File: src/rtl/pulse_sync_pkg.sv
// Purpose: shared types and default constants for the toggle-handshake event crossing.
// Latency: n/a (package only).
// Backpressure: n/a (package only).
package pulse_sync_pkg;

  typedef enum logic {
    IDLE     = 1'b0,
    WAIT_ACK = 1'b1
  } hs_state_e;

  localparam int SYNC_STAGES_DEF = 3;
  localparam int CNT_W_DEF       = 4;
  localparam int TIMEOUT_DEF     = 1024;

endpackage

File: src/rtl/pulse_sync_tx_bit_sync_chain.sv
// Purpose: N-flop single-bit synchronizer (module bit_sync_chain), async active-low reset to 0.
// Latency: N clk_i edges from d_i to q_o.
// Backpressure: none; a pure delay line for a level signal.
// Ports: clk_i clock, rst_n_i async active-low reset, d_i async input bit, q_o synchronized bit.
module bit_sync_chain
  import pulse_sync_pkg::*;
#(
  parameter int N = SYNC_STAGES_DEF
) (
  input  logic clk_i,
  input  logic rst_n_i,
  input  logic d_i,
  output logic q_o
);

  logic [N-1:0] sync_q;

  always_ff @(posedge clk_i or negedge rst_n_i) begin
    if (!rst_n_i) begin
      sync_q <= '0;
    end else begin
      sync_q <= {sync_q[N-2:0], d_i};
    end
  end

  assign q_o = sync_q[N-1];

endmodule

File: src/rtl/pulse_sync_tx.sv
// Purpose: transmit end of a toggle-handshake event crossing; queues event pulses and launches each as a req toggle.
// Latency: pulse_in at edge N flips req_toggle_out after edge N+1 when idle; next launch waits for the synchronized ack.
// Backpressure: bursts queue in a saturating pending counter; a pulse arriving when the queue is full is dropped (overflow_err).
// Ports: clk_out clock, rst_n_in async active-low reset, pulse_in event strobe, ack_toggle_in async ack toggle,
//        clr_err sticky-flag clear, req_toggle_out req toggle, busy handshake outstanding, pending_cnt queued events,
//        overflow_err / timeout_err sticky flags, sent_cnt completed handshakes.
// Build option: define PULSE_SYNC_TX_STATS_EN to enable sent_cnt; otherwise it is tied to zero.
module pulse_sync_tx
  import pulse_sync_pkg::*;
#(
  parameter int SYNC_STAGES    = SYNC_STAGES_DEF,
  parameter int CNT_W          = CNT_W_DEF,
  parameter int TIMEOUT_CYCLES = TIMEOUT_DEF
) (
  input  logic             clk_out,
  input  logic             rst_n_in,
  input  logic             pulse_in,
  input  logic             ack_toggle_in,
  input  logic             clr_err,
  output logic             req_toggle_out,
  output logic             busy,
  output logic [CNT_W-1:0] pending_cnt,
  output logic             overflow_err,
  output logic             timeout_err,
  output logic [31:0]      sent_cnt
);

  localparam int               TW        = $clog2(TIMEOUT_CYCLES);
  localparam logic [TW-1:0]    TMO_LAST  = TW'(TIMEOUT_CYCLES - 1);
  localparam logic [CNT_W-1:0] PEND_MAX  = {CNT_W{1'b1}};

  hs_state_e        state_q, state_d;
  logic             req_q, req_d;
  logic [CNT_W-1:0] pend_q, pend_d;
  logic [TW-1:0]    tmr_q, tmr_d;
  logic             ovf_q, ovf_d;
  logic             tmo_q, tmo_d;
  logic             ack_s;
  logic             launch, done;
  logic             pend_nz, pend_inc, pend_dec, ovf_set, tmo_set;

  bit_sync_chain #(.N(SYNC_STAGES)) u_ack_sync (
    .clk_i   (clk_out),
    .rst_n_i (rst_n_in),
    .d_i     (ack_toggle_in),
    .q_o     (ack_s)
  );

  // State register
  always_ff @(posedge clk_out or negedge rst_n_in) begin
    if (!rst_n_in) begin
      state_q <= IDLE;
    end else begin
      state_q <= state_d;
    end
  end

  // Next-state logic
  always_comb begin
    state_d = state_q;
    case (state_q)
      IDLE:     if (pulse_in || pend_nz) state_d = WAIT_ACK;
      WAIT_ACK: if (ack_s == req_q)      state_d = IDLE;
      default:  state_d = IDLE;
    endcase
  end

  // Output decode
  always_comb begin
    busy   = (state_q == WAIT_ACK);
    launch = (state_q == IDLE) && (pulse_in || pend_nz);
    done   = (state_q == WAIT_ACK) && (ack_s == req_q);
  end

  // Pending queue: while a handshake is outstanding or older events are queued,
  // a new pulse joins the queue; a launch always drains the queue first.
  always_comb begin
    pend_nz  = (pend_q != '0);
    pend_inc = pulse_in && (busy || pend_nz);
    pend_dec = launch && pend_nz;
    ovf_set  = pend_inc && !pend_dec && (pend_q == PEND_MAX);
    pend_d   = pend_q;
    if (pend_inc && !pend_dec && !ovf_set) begin
      pend_d = pend_q + 1'b1;
    end else if (pend_dec && !pend_inc) begin
      pend_d = pend_q - 1'b1;
    end
  end

  // Timeout counter saturates at the threshold so the flag keeps re-asserting
  // (and so survives clr_err) for as long as the ack is still missing.
  always_comb begin
    tmr_d   = tmr_q;
    tmo_set = 1'b0;
    if (busy) begin
      if (done) begin
        tmr_d = '0;
      end else begin
        tmo_set = (tmr_q == TMO_LAST);
        if (tmr_q != TMO_LAST) tmr_d = tmr_q + 1'b1;
      end
    end
  end

  always_comb begin
    req_d = launch ? ~req_q : req_q;
    ovf_d = ovf_set | (ovf_q & ~clr_err);
    tmo_d = tmo_set | (tmo_q & ~clr_err);
  end

  always_ff @(posedge clk_out or negedge rst_n_in) begin
    if (!rst_n_in) begin
      req_q  <= 1'b0;
      pend_q <= '0;
      tmr_q  <= '0;
      ovf_q  <= 1'b0;
      tmo_q  <= 1'b0;
    end else begin
      req_q  <= req_d;
      pend_q <= pend_d;
      tmr_q  <= tmr_d;
      ovf_q  <= ovf_d;
      tmo_q  <= tmo_d;
    end
  end

  assign req_toggle_out = req_q;
  assign pending_cnt    = pend_q;
  assign overflow_err   = ovf_q;
  assign timeout_err    = tmo_q;

`ifdef PULSE_SYNC_TX_STATS_EN
  logic [31:0] sent_q;

  always_ff @(posedge clk_out or negedge rst_n_in) begin
    if (!rst_n_in) begin
      sent_q <= '0;
    end else if (done) begin
      sent_q <= sent_q + 32'd1;
    end
  end

  assign sent_cnt = sent_q;
`else
  assign sent_cnt = 32'd0;
`endif

endmodule
File: config.mk
export PLATFORM = sky130hd
export DESIGN_NAME = pulse_sync_tx
export DESIGN_NICKNAME = d
export VERILOG_FILES = /design/src/rtl/pulse_sync_pkg.sv /design/src/rtl/pulse_sync_tx_bit_sync_chain.sv /design/src/rtl/pulse_sync_tx.sv
export SDC_FILE = /design/constraint.sdc
export NUM_CORES = 1
export LEC_CHECK = 0
export CAP_MARGIN = 25
export CORE_ASPECT_RATIO = 0.7
export CORE_UTILIZATION = 49
export DETAILED_ROUTE_END_ITERATION = 8
export GPL_TIMING_DRIVEN = 0
export PLACE_DENSITY = 0.95
export SLEW_MARGIN = 20
export SYNTH_ARGS = -nofsm -noshare
export SYNTH_HDL_FRONTEND = slang
export SYNTH_SLANG_ARGS = --single-unit
File: constraint.sdc
create_clock -name clk_out -period 3.4 [get_ports clk_out]
set_input_delay 0.68 -clock clk_out [delete_from_list [all_inputs] [get_ports clk_out]]
set_output_delay 0.68 -clock clk_out [all_outputs]
set_load 0.01 [all_outputs]
==> impl_metrics.tcl, run 1 <==
set metrics [dict create \
    status "finished, final reports clean" \
    worst-slew-pin-transition_ns 0.534 \
    synth.ff_latch_count 21 \
    timing_max_transition_violations_final 0 \
    layout-drive-gt1-share 0.247 \
    grt_start_max_net_pins 22 \
    postCtsSetupRepairBufs 0 \
    cts_max_level 1 \
    critical-path-slowest-cell "sky130_fd_sc_hd__clkdlybuf4s50_1" \
    ys.flop_type "sky130_fd_sc_hd__dfrtp_1" \
    cts_made_buffers 3 \
    post-dp-hpwl_um 1800 \
    r2r_end "pending_cnt[3]" \
    max_freq_mhz 423 \
    cts_root_buf "sky130_fd_sc_hd__clkbuf_8" \
    yosysSeqAreaShare 0.394 \
    critPathArrivalTime_ns 2.55 \
    first_global_vias 771 \
    post_cts_resized 0 \
    path_max_fanout 5 \
    die-width_um 64.3 \
    power.static_leakage_nw 0.835 \
    worstHoldPathCells 0 \
    total_number_of_vias 999 \
    timing.setup.critical_path_class "input pin to register" \
    numPlacedInstances 211 \
    clock_skew_ns 0.00582 \
    holdCritPathClass "register to register" \
    initial_utilization 0.530 \
    clock_tree_from_tritoncts "yes" \
    grt_antenna_before_repair 0 \
    synth_area_per_cell_um2 9.94 \
    final.hold.worst_slack_ns 0.351 \
    core_area_um2 2510 \
    timing_hold_violations_final 0 \
    setup_viol_count_final 0 \
    wire_length_per_cell_um 10.6 \
    crit_path_cell_trace "clkdlybuf4s50_1, nand3_1, ha_1, a21o_1, a21oi_1, mux2i_1, xor2_1" \
    worst_setup_path_startpoint "pulse_in" \
    power_density_nw_per_um2 648 \
    grt_util_all_layers 0.172 \
    most_frequent_cells_in_the_layout "sky130_fd_sc_hd__buf_4, sky130_fd_sc_hd__conb_1, sky130_fd_sc_hd__dfrtp_1, sky130_fd_sc_hd__clkdlybuf4s50_1, sky130_fd_sc_hd__a21oi_1" \
    die_h_um 45.6 \
    synth_cell_types 36 \
    total_power_w 0.00108 \
    placement.setup.worst_slack_ns 0.776 \
    place_congestion 0.863 \
    crit_path_setup_slack_layout_ns 1.04 \
    grt_first_pass_wirelength_um 3590 \
    viasPerCell 4.63 \
    worst_ir_drop_vdd_mv 0.424 \
    final_non_filler_cell_total 216 \
    io-pin-count 45 \
    cp-endpoint "pending_cnt[3]" \
    max_root_sink_buffers 2 \
    pre_repair_dr_iteration_count 4 \
    synth-async-reset-ratio 1.00 \
    clkLatencyLatePin_ns 0.26 \
    synthesis.yosys.warnings 0 \
    site_row_count 15 \
    mappedNetlistArea_um2 1330 \
    min_period_ns 2.36 \
    final_ant_viol_nets 0 \
    detail_route.iter0.violations 54 \
    worst_r2r_path_depth 7 \
    rsz0062_at_grt "no" \
    synth_edf_count 0 \
    antenna_cells 0 \
    die_area_um2 2940 \
    cap_viol_max_count 0 \
    cts.hold.buffers_added 0 \
    syn_to_final_growth_pct 25.2 \
    max_stage_delay_ns 0.55 \
    critical_path_required_ns 3.59 \
    timing.critical_path.to_type "register" \
    clock_input_transition_at_the_sequential_cells_of_the_worst_setup_and_hold_paths_ns 0.07 \
    crit_path_start_kind "input pin" \
    slew-limit-headroom 0.643 \
    r2r-start "busy" \
    drt_drc_violations_left 0 \
    register_to_register_setup_slack_ns 1.37 \
    global_route.overflow_total 0 \
    place.port_buffers 12 \
    synth_cells 134 \
    design.final.nets 192 \
    tns_ns 0 \
    totalWireLength_um 2280 \
    n_fill_cell 223 \
    fraction_of_the_cycle_the_final_worst_path_needs 0.695 \
    clkSinkCount 21 \
]
[synthesized netlist by cell type (all sizes together), types with 3 or more instances]
library cell  number  area, um2
buf               33        245
dfrtp             21        526
a21oi              9       45.0
o21ai              7       35.0
inv                6       22.5
nand2              6       22.5
nor2               6       22.5
nand3              5       25.0
nand4              4       25.0
ha                 3       37.5
mux2               3       33.8
o22ai              3       18.8
xnor2              3       33.8
xor2               3       26.3
[cells by family after synthesis]
logic type | synth area share
buffers and inverters | 0.201
other | 0.00281
multiplexers | 0.0329
adder cells (fa/ha/maj) | 0.0432
flip-flops | 0.394
AND/OR/NAND/NOR | 0.118
AO/OA/AOI/OAI | 0.162
XOR/XNOR | 0.0451
[area by class of cell]
type | count | area, um2 | area share
inverter | 6 | 22.5 | 0.0135
buffer | 33 | 245 | 0.147
timing repair buffer | 13 | 131 | 0.0788
sequential | 21 | 526 | 0.315
multi-input combinational | 105 | 656 | 0.393
clock buffer | 4 | 45.0 | 0.0270
tap | 34 | 42.5 | 0.0255
[worst max-delay path, delay by kind of cell]
| kind | cells | cell delay (ns) |
|---|---|---|
| adder cells (fa/ha/maj) | 1 | 0.34 |
| AO/OA/AOI/OAI | 2 | 0.35 |
| buffers and inverters | 1 | 0.55 |
| AND/OR/NAND/NOR | 1 | 0.23 |
| XOR/XNOR | 1 | 0.16 |
| multiplexers | 1 | 0.24 |
[per-layer routing]
metal  global-route usage  wire length, um
met5                    0                0
met4               0.0667               23
met3               0.0625              152
met2                0.253             1040
met1                0.233             1060
[where the power goes]
| part | switching (W) | internal, W | total (W) |
|---|---|---|---|
| sequential | 0.0000730 | 0.000310 | 0.000383 |
| combinational | 0.000265 | 0.000270 | 0.000535 |
| clock | 0.0000786 | 0.0000836 | 0.000162 |
| total | 0.000416 | 0.000664 | 0.00108 |
[registers in the layout (all words and copies together) (netlist names)]
register           flops
tmr_q                 10
pending_cnt            4
u_ack_sync.sync_q      3
busy                   1
overflow_err           1
req_toggle_out         1
timeout_err            1
[metrics by stage]
stage	util	cell area, um2
2_1_floorplan	-	1450
3_3_place_gp	0.641	1610
3_5_place_dp	0.641	1610
4_1_cts	0.659	1660
5_1_grt	0.663	1670
6_report	0.663	1670
[worst min-delay path by stage]
stage                         startpoint                    to  slack (ns)
finish              u_ack_sync.sync_q[1]  u_ack_sync.sync_q[2]        0.35
global route        u_ack_sync.sync_q[1]  u_ack_sync.sync_q[2]        0.36
CTS                 u_ack_sync.sync_q[1]  u_ack_sync.sync_q[2]        0.35
detailed placement  u_ack_sync.sync_q[1]  u_ack_sync.sync_q[2]        0.34
global placement    u_ack_sync.sync_q[0]  u_ack_sync.sync_q[1]        0.33
floorplan           u_ack_sync.sync_q[0]  u_ack_sync.sync_q[1]        0.33
Note: power is estimated with default switching activity, not from simulation.
==> run 2: changes to the inputs <==
--- a/config.mk
+++ b/config.mk
@@ -7,10 +7,10 @@
 export LEC_CHECK = 0
 export CAP_MARGIN = 25
 export CORE_ASPECT_RATIO = 0.7
-export CORE_UTILIZATION = 49
+export CORE_UTILIZATION = 41
 export DETAILED_ROUTE_END_ITERATION = 8
 export GPL_TIMING_DRIVEN = 0
-export PLACE_DENSITY = 0.95
+export PLACE_DENSITY = 0.87
 export SLEW_MARGIN = 20
 export SYNTH_ARGS = -nofsm -noshare
 export SYNTH_HDL_FRONTEND = slang
==> constraint.sdc (replaced) <==
create_clock -name clk_out -period 2 [get_ports clk_out]
set_input_delay 0.4 -clock clk_out [delete_from_list [all_inputs] [get_ports clk_out]]
set_output_delay 0.4 -clock clk_out [all_outputs]
set_load 0.01 [all_outputs]
==> impl_metrics.tcl, run 2 (synthesis results as in run 1) <==
set metrics [dict create \
    most_frequent_cells_in_the_layout "sky130_fd_sc_hd__buf_4, sky130_fd_sc_hd__conb_1, sky130_fd_sc_hd__dfrtp_1, sky130_fd_sc_hd__clkdlybuf4s50_1, sky130_fd_sc_hd__a21oi_1" \
    max_freq_mhz 527 \
    post-dp-hpwl_um 1890 \
    power_density_nw_per_um2 1110 \
    global_route.overflow_total 0 \
    die_area_um2 3490 \
    max_stage_delay_ns 0.43 \
    clock_input_transition_at_the_sequential_cells_of_the_worst_setup_and_hold_paths_ns 0.07 \
    detail_route.iter0.violations 101 \
    core_area_um2 2940 \
    n_fill_cell 274 \
    min_period_ns 1.90 \
    antenna_cells 0 \
    pre_repair_dr_iteration_count 4 \
    tns_ns 0 \
    met1_length_um 1150 \
    met3_length_um 155 \
    wire_length_per_cell_um 11.5 \
    total_number_of_vias 1018 \
    met2RoutedLength_um 1220 \
    grt_util_all_layers 0.147 \
    critPathArrivalTime_ns 2.08 \
    max_flop_register "tmr_q" \
    final_ant_viol_nets 0 \
    timing.setup.critical_path_class "register to register" \
    first_global_vias 866 \
    clkLatencyLatePin_ns 0.26 \
    syn_to_final_growth_pct 27.7 \
    cts_root_buf "sky130_fd_sc_hd__clkbuf_8" \
    place.port_buffers 12 \
    design.final.nets 194 \
    holdCritPathClass "register to register" \
    path_max_fanout 5 \
    clock_skew_ns 0.00368 \
    crit_path_cell_trace "nand4_1, nand3_2, ha_1, a21o_1, a21oi_1, mux2i_1, xor2_1" \
    die-width_um 70.1 \
    cts.hold.buffers_added 0 \
    worst-slew-pin-transition_ns 0.544 \
    cts_made_buffers 3 \
    die_h_um 49.7 \
    cts_max_level 1 \
    critical_path_required_ns 2.18 \
    drt_drc_violations_left 0 \
    cap_viol_max_count 0 \
    setup_viol_count_final 0 \
    crit_path_start_kind "register" \
    worst_ir_drop_vdd_mv 0.527 \
    max_root_sink_buffers 2 \
    grt_antenna_before_repair 0 \
    grt_first_pass_wirelength_um 3970 \
    totalWireLength_um 2540 \
    timing.critical_path.to_type "register" \
    initial_utilization 0.453 \
    grt_start_max_net_pins 22 \
    final.hold.worst_slack_ns 0.362 \
    viasPerCell 4.63 \
    timing_max_transition_violations_final 0 \
    clkSinkCount 21 \
    mostFrequentLayoutCell "sky130_fd_sc_hd__buf_4" \
    layout-drive-gt1-share 0.272 \
    place_congestion 0.924 \
    largest_reg_flops 10 \
    critical-path-slowest-cell "sky130_fd_sc_hd__dfrtp_1" \
    fraction_of_the_cycle_the_final_worst_path_needs 0.949 \
    slew-limit-headroom 0.636 \
    layout.area.seq_um2 528 \
    power.static_leakage_nw 0.857 \
    multiInputGateArea_um2 661 \
    site_row_count 16 \
    routed.top_layer "met4" \
    timing_hold_violations_final 0 \
    status "finished, final reports clean" \
    clock_tree_from_tritoncts "yes" \
    io-pin-count 45 \
]
[run 2: final timing paths]
kind / end / depth (start not counted) / slack, ns / start
max reg2reg: pending_cnt[3] / 7 / 0.10 / pending_cnt[3]
min reg2reg: u_ack_sync.sync_q[1] / 0 / 0.36 / u_ack_sync.sync_q[0]
min in group asynchronous: tmr_q[7] / 1 / 0.38 / rst_n_in
min: u_ack_sync.sync_q[1] / 0 / 0.36 / u_ack_sync.sync_q[0]
max in group asynchronous: pending_cnt[1] / 2 / 1.18 / rst_n_in
max: pending_cnt[3] / 7 / 0.10 / pending_cnt[3]
[run 2: metrics by stage]
stage	area [um2]	setup slack (ns)	power [W]	cells	util
2_1_floorplan	1450	0.136	0.00128	165	-
3_3_place_gp	1610	-0.316	0.00152	213	0.548
3_5_place_dp	1610	-0.331	0.00156	213	0.548
4_1_cts	1660	0.00855	0.00185	217	0.565
5_1_grt	1700	-0.0193	0.00205	220	0.578
6_report	1700	0.103	0.00190	220	0.578
[run 2: what timing repair did]
action                     CTS  global route
gates resized for setup      1             6
setup endpoints to repair    1             1
gates cloned                 0             0
buffers inserted             0             2
[run 2: where the power goes]
part	total [W]	switching (W)	internal [W]
sequential	0.000654	0.000122	0.000531
combinational	0.000967	0.000471	0.000496
clock	0.000275	0.000133	0.000142
total	0.00190	0.000727	0.00117
[run 2: final cells by class]
type	count	share of cell area
Multi-Input combinational cell	105	0.388
Sequential cell	21	0.310
Timing Repair Buffer	15	0.0875
Buffer	33	0.148
Inverter	6	0.0132
Tap cell	36	0.0265
Clock buffer	4	0.0265
[run 2: worst max-delay path: cells and delay by family (launching register included)]
family	cells	cell delay, ns
mux	1	0.24
xor+xnor	1	0.16
compound gates	2	0.35
fa+ha+maj	1	0.31
flops	1	0.43
simple gates	2	0.33
[run 2: layer usage]
metal,up-vias,global-route usage
met5,-,0
met4,0,0.0300
met3,5,0.0511
met2,33,0.234
met1,466,0.196
li1,514,-
==> run 3: changes to the inputs <==
--- a/config.mk
+++ b/config.mk
@@ -5,13 +5,15 @@
 export SDC_FILE = /design/constraint.sdc
 export NUM_CORES = 1
 export LEC_CHECK = 0
+export ABC_AREA = 1
 export CAP_MARGIN = 25
 export CORE_ASPECT_RATIO = 0.7
-export CORE_UTILIZATION = 41
+export CORE_UTILIZATION = 42
 export DETAILED_ROUTE_END_ITERATION = 8
 export GPL_TIMING_DRIVEN = 0
 export PLACE_DENSITY = 0.87
 export SLEW_MARGIN = 20
 export SYNTH_ARGS = -nofsm -noshare
 export SYNTH_HDL_FRONTEND = slang
+export SYNTH_HIERARCHICAL = 1
 export SYNTH_SLANG_ARGS = --single-unit
==> impl_metrics.tcl, run 3 <==
set metrics [dict create \
    max_root_sink_buffers 2 \
    status "finished, final reports clean" \
    detail_route.iter0.violations 61 \
    die_area_um2 3660 \
    total_number_of_vias 1138 \
    max_flop_register "tmr_q" \
    synth_cells 190 \
    syn_to_final_growth_pct 25.3 \
    grt_first_pass_wirelength_um 3870 \
    most_frequent_cells_in_the_layout "sky130_fd_sc_hd__nand2_1, sky130_fd_sc_hd__buf_4, sky130_fd_sc_hd__conb_1, sky130_fd_sc_hd__dfrtp_1" \
    critPathArrivalTime_ns 2.00 \
    site_row_count 17 \
    cts_made_buffers 3 \
    post-dp-hpwl_um 1910 \
    io-pin-count 45 \
    yosysSeqAreaShare 0.366 \
    first_global_vias 876 \
    crit_path_start_kind "register" \
    mappedNetlistArea_um2 1440 \
    setup_viol_count_final 0 \
    path_max_fanout 7 \
    global_route.overflow_total 0 \
    ys.flop_type "sky130_fd_sc_hd__dfrtp_1" \
    rsz0062_at_grt "no" \
    clkLatencyLatePin_ns 0.27 \
    timing.setup.critical_path_class "register to register" \
    synth-async-reset-ratio 1.00 \
    core_area_um2 3210 \
    largest_cells_by_area_after_synthesis "sky130_fd_sc_hd__dfrtp_1, sky130_fd_sc_hd__nand2_1, sky130_fd_sc_hd__buf_4" \
    place_congestion 0.845 \
    largest_reg_flops 10 \
    clock_tree_from_tritoncts "yes" \
    share_of_the_synthesized_area_in_the_top_cell_type 0.366 \
    wire_length_per_cell_um 8.56 \
    drt_drc_violations_left 0 \
    die_h_um 51.0 \
    max_stage_delay_ns 0.50 \
    critical-path-slowest-cell "sky130_fd_sc_hd__dfrtp_1" \
    antenna_cells 0 \
    place.port_buffers 12 \
    max_freq_mhz 555 \
    clock_skew_ns 0.0119 \
    grt_antenna_before_repair 0 \
    crit_path_cell_trace "nand2_1, o21ai_2, ha_4, nand2_1, nand2_1, nor2_1, nand2_1, nand3_1, nand2_1, nand2_1" \
    viasPerCell 3.99 \
    top_cell_type_by_total_area_after_synthesis "sky130_fd_sc_hd__dfrtp_1" \
    crit_path_setup_slack_layout_ns 0.197 \
    tns_ns 0 \
    timing.critical_path.mode_cell "sky130_fd_sc_hd__nand2_1" \
    grt_util_all_layers 0.142 \
    cap_viol_max_count 0 \
    placement.setup.worst_slack_ns -0.120 \
    cts_max_level 1 \
    mostFrequentLayoutCell "sky130_fd_sc_hd__nand2_1" \
    die-width_um 71.9 \
    holdCritPathClass "register to register" \
    clock_input_transition_at_the_sequential_cells_of_the_worst_setup_and_hold_paths_ns 0.07 \
    synthTopCellsByCount "sky130_fd_sc_hd__nand2_1, sky130_fd_sc_hd__buf_4, sky130_fd_sc_hd__dfrtp_1" \
    layout-drive-gt1-share 0.189 \
    totalWireLength_um 2440 \
    synthMostInstantiatedCell "sky130_fd_sc_hd__nand2_1" \
    clkSinkCount 21 \
    worst_ir_drop_vdd_mv 0.862 \
    timing.critical_path.to_type "register" \
    final_ant_viol_nets 0 \
    critical_path_required_ns 2.20 \
    synthesis.yosys.warnings 6 \
    pre_repair_dr_iteration_count 4 \
    synth_edf_count 0 \
    power.static_leakage_nw 0.995 \
    fraction_of_the_cycle_the_final_worst_path_needs 0.901 \
    synth.ff_latch_count 21 \
    timing_hold_violations_final 0 \
    synth_area_per_cell_um2 7.57 \
    initial_utilization 0.448 \
    synth_cell_types 24 \
    design.final.nets 248 \
    min_period_ns 1.80 \
    timing_max_transition_violations_final 0 \
    power_density_nw_per_um2 1020 \
    grt_start_max_net_pins 22 \
    cts_root_buf "sky130_fd_sc_hd__clkbuf_8" \
]
## run 3: path summary, 6_finish.rpt
kind | slack [ns] | start | end | cells past startpoint
max | 0.20 | pending_cnt[0] | pending_cnt[3] | 10
min | 0.36 | u_ack_sync/sync_q[1] | u_ack_sync/sync_q[2] | 0
max reg2reg | 0.20 | pending_cnt[0] | pending_cnt[3] | 10
min reg2reg | 0.36 | u_ack_sync/sync_q[1] | u_ack_sync/sync_q[2] | 0
max in group asynchronous | 1.17 | rst_n_in | tmr_q[9] | 2
min in group asynchronous | 0.38 | rst_n_in | tmr_q[2] | 1
## run 3: routing by layer
metal | vias up | GRT usage | wire, um
met5 | - | 0 | 0
met4 | 0 | 0.0490 | 27
met3 | 4 | 0.0493 | 116
met2 | 19 | 0.208 | 1100
met1 | 498 | 0.194 | 1200
li1 | 617 | - | -
## run 3: kinds of logic after synthesis
| kind of cell | synth area share |
|---|---|
| flops | 0.366 |
| xor+xnor | 0.0305 |
| other cells | 0.00261 |
| simple gates | 0.298 |
| fa+ha+maj | 0.0400 |
| buf+inv | 0.220 |
| compound gates | 0.0435 |
## run 3: worst max-delay path: cells and delay by family, from the launching register on
family                   cells  cell delay (ns)
AND/OR/NAND/NOR              8             0.62
flip-flops                   1             0.50
AO/OA/AOI/OAI                1             0.34
adder cells (fa/ha/maj)      1             0.27
## run 3: cell type report
cell class	count	area, um2
Buffer	33	245
Clock buffer	4	45.0
Fill cell	295	1410
Inverter	19	71.3
Multi-Input combinational cell	148	724
Sequential cell	21	526
Tap cell	47	58.8
Timing Repair Buffer	13	131
## run 3: where the power goes
group,internal (W),total (W),leakage (nW),switching [W]
sequential,0.000525,0.000649,0.269,0.000124
combinational,0.000411,0.000909,0.703,0.000498
clock,0.000142,0.000280,0.0228,0.000138
total,0.00108,0.00184,0.995,0.000760
## run 3: metrics by stage
stage / area (um2) / hold WS (ns) / total power [W] / utilization / std cells
floorplan: 1550 / 0.104 / 0.00126 / - / 221
global placement: 1730 / 0.334 / 0.00150 / 0.540 / 280
detailed placement: 1730 / 0.341 / 0.00154 / 0.540 / 280
CTS: 1780 / 0.357 / 0.00182 / 0.554 / 284
global route: 1800 / 0.373 / 0.00199 / 0.561 / 285
finish: 1800 / 0.358 / 0.00184 / 0.561 / 285
## run 3: repair_timing
| action | CTS | global route |
|---|---|---|
| buffers inserted | 0 | 0 |
| resized for setup | 0 | 1 |
| hold buffers | 0 | 0 |
| setup endpoints to repair | 0 | 1 |
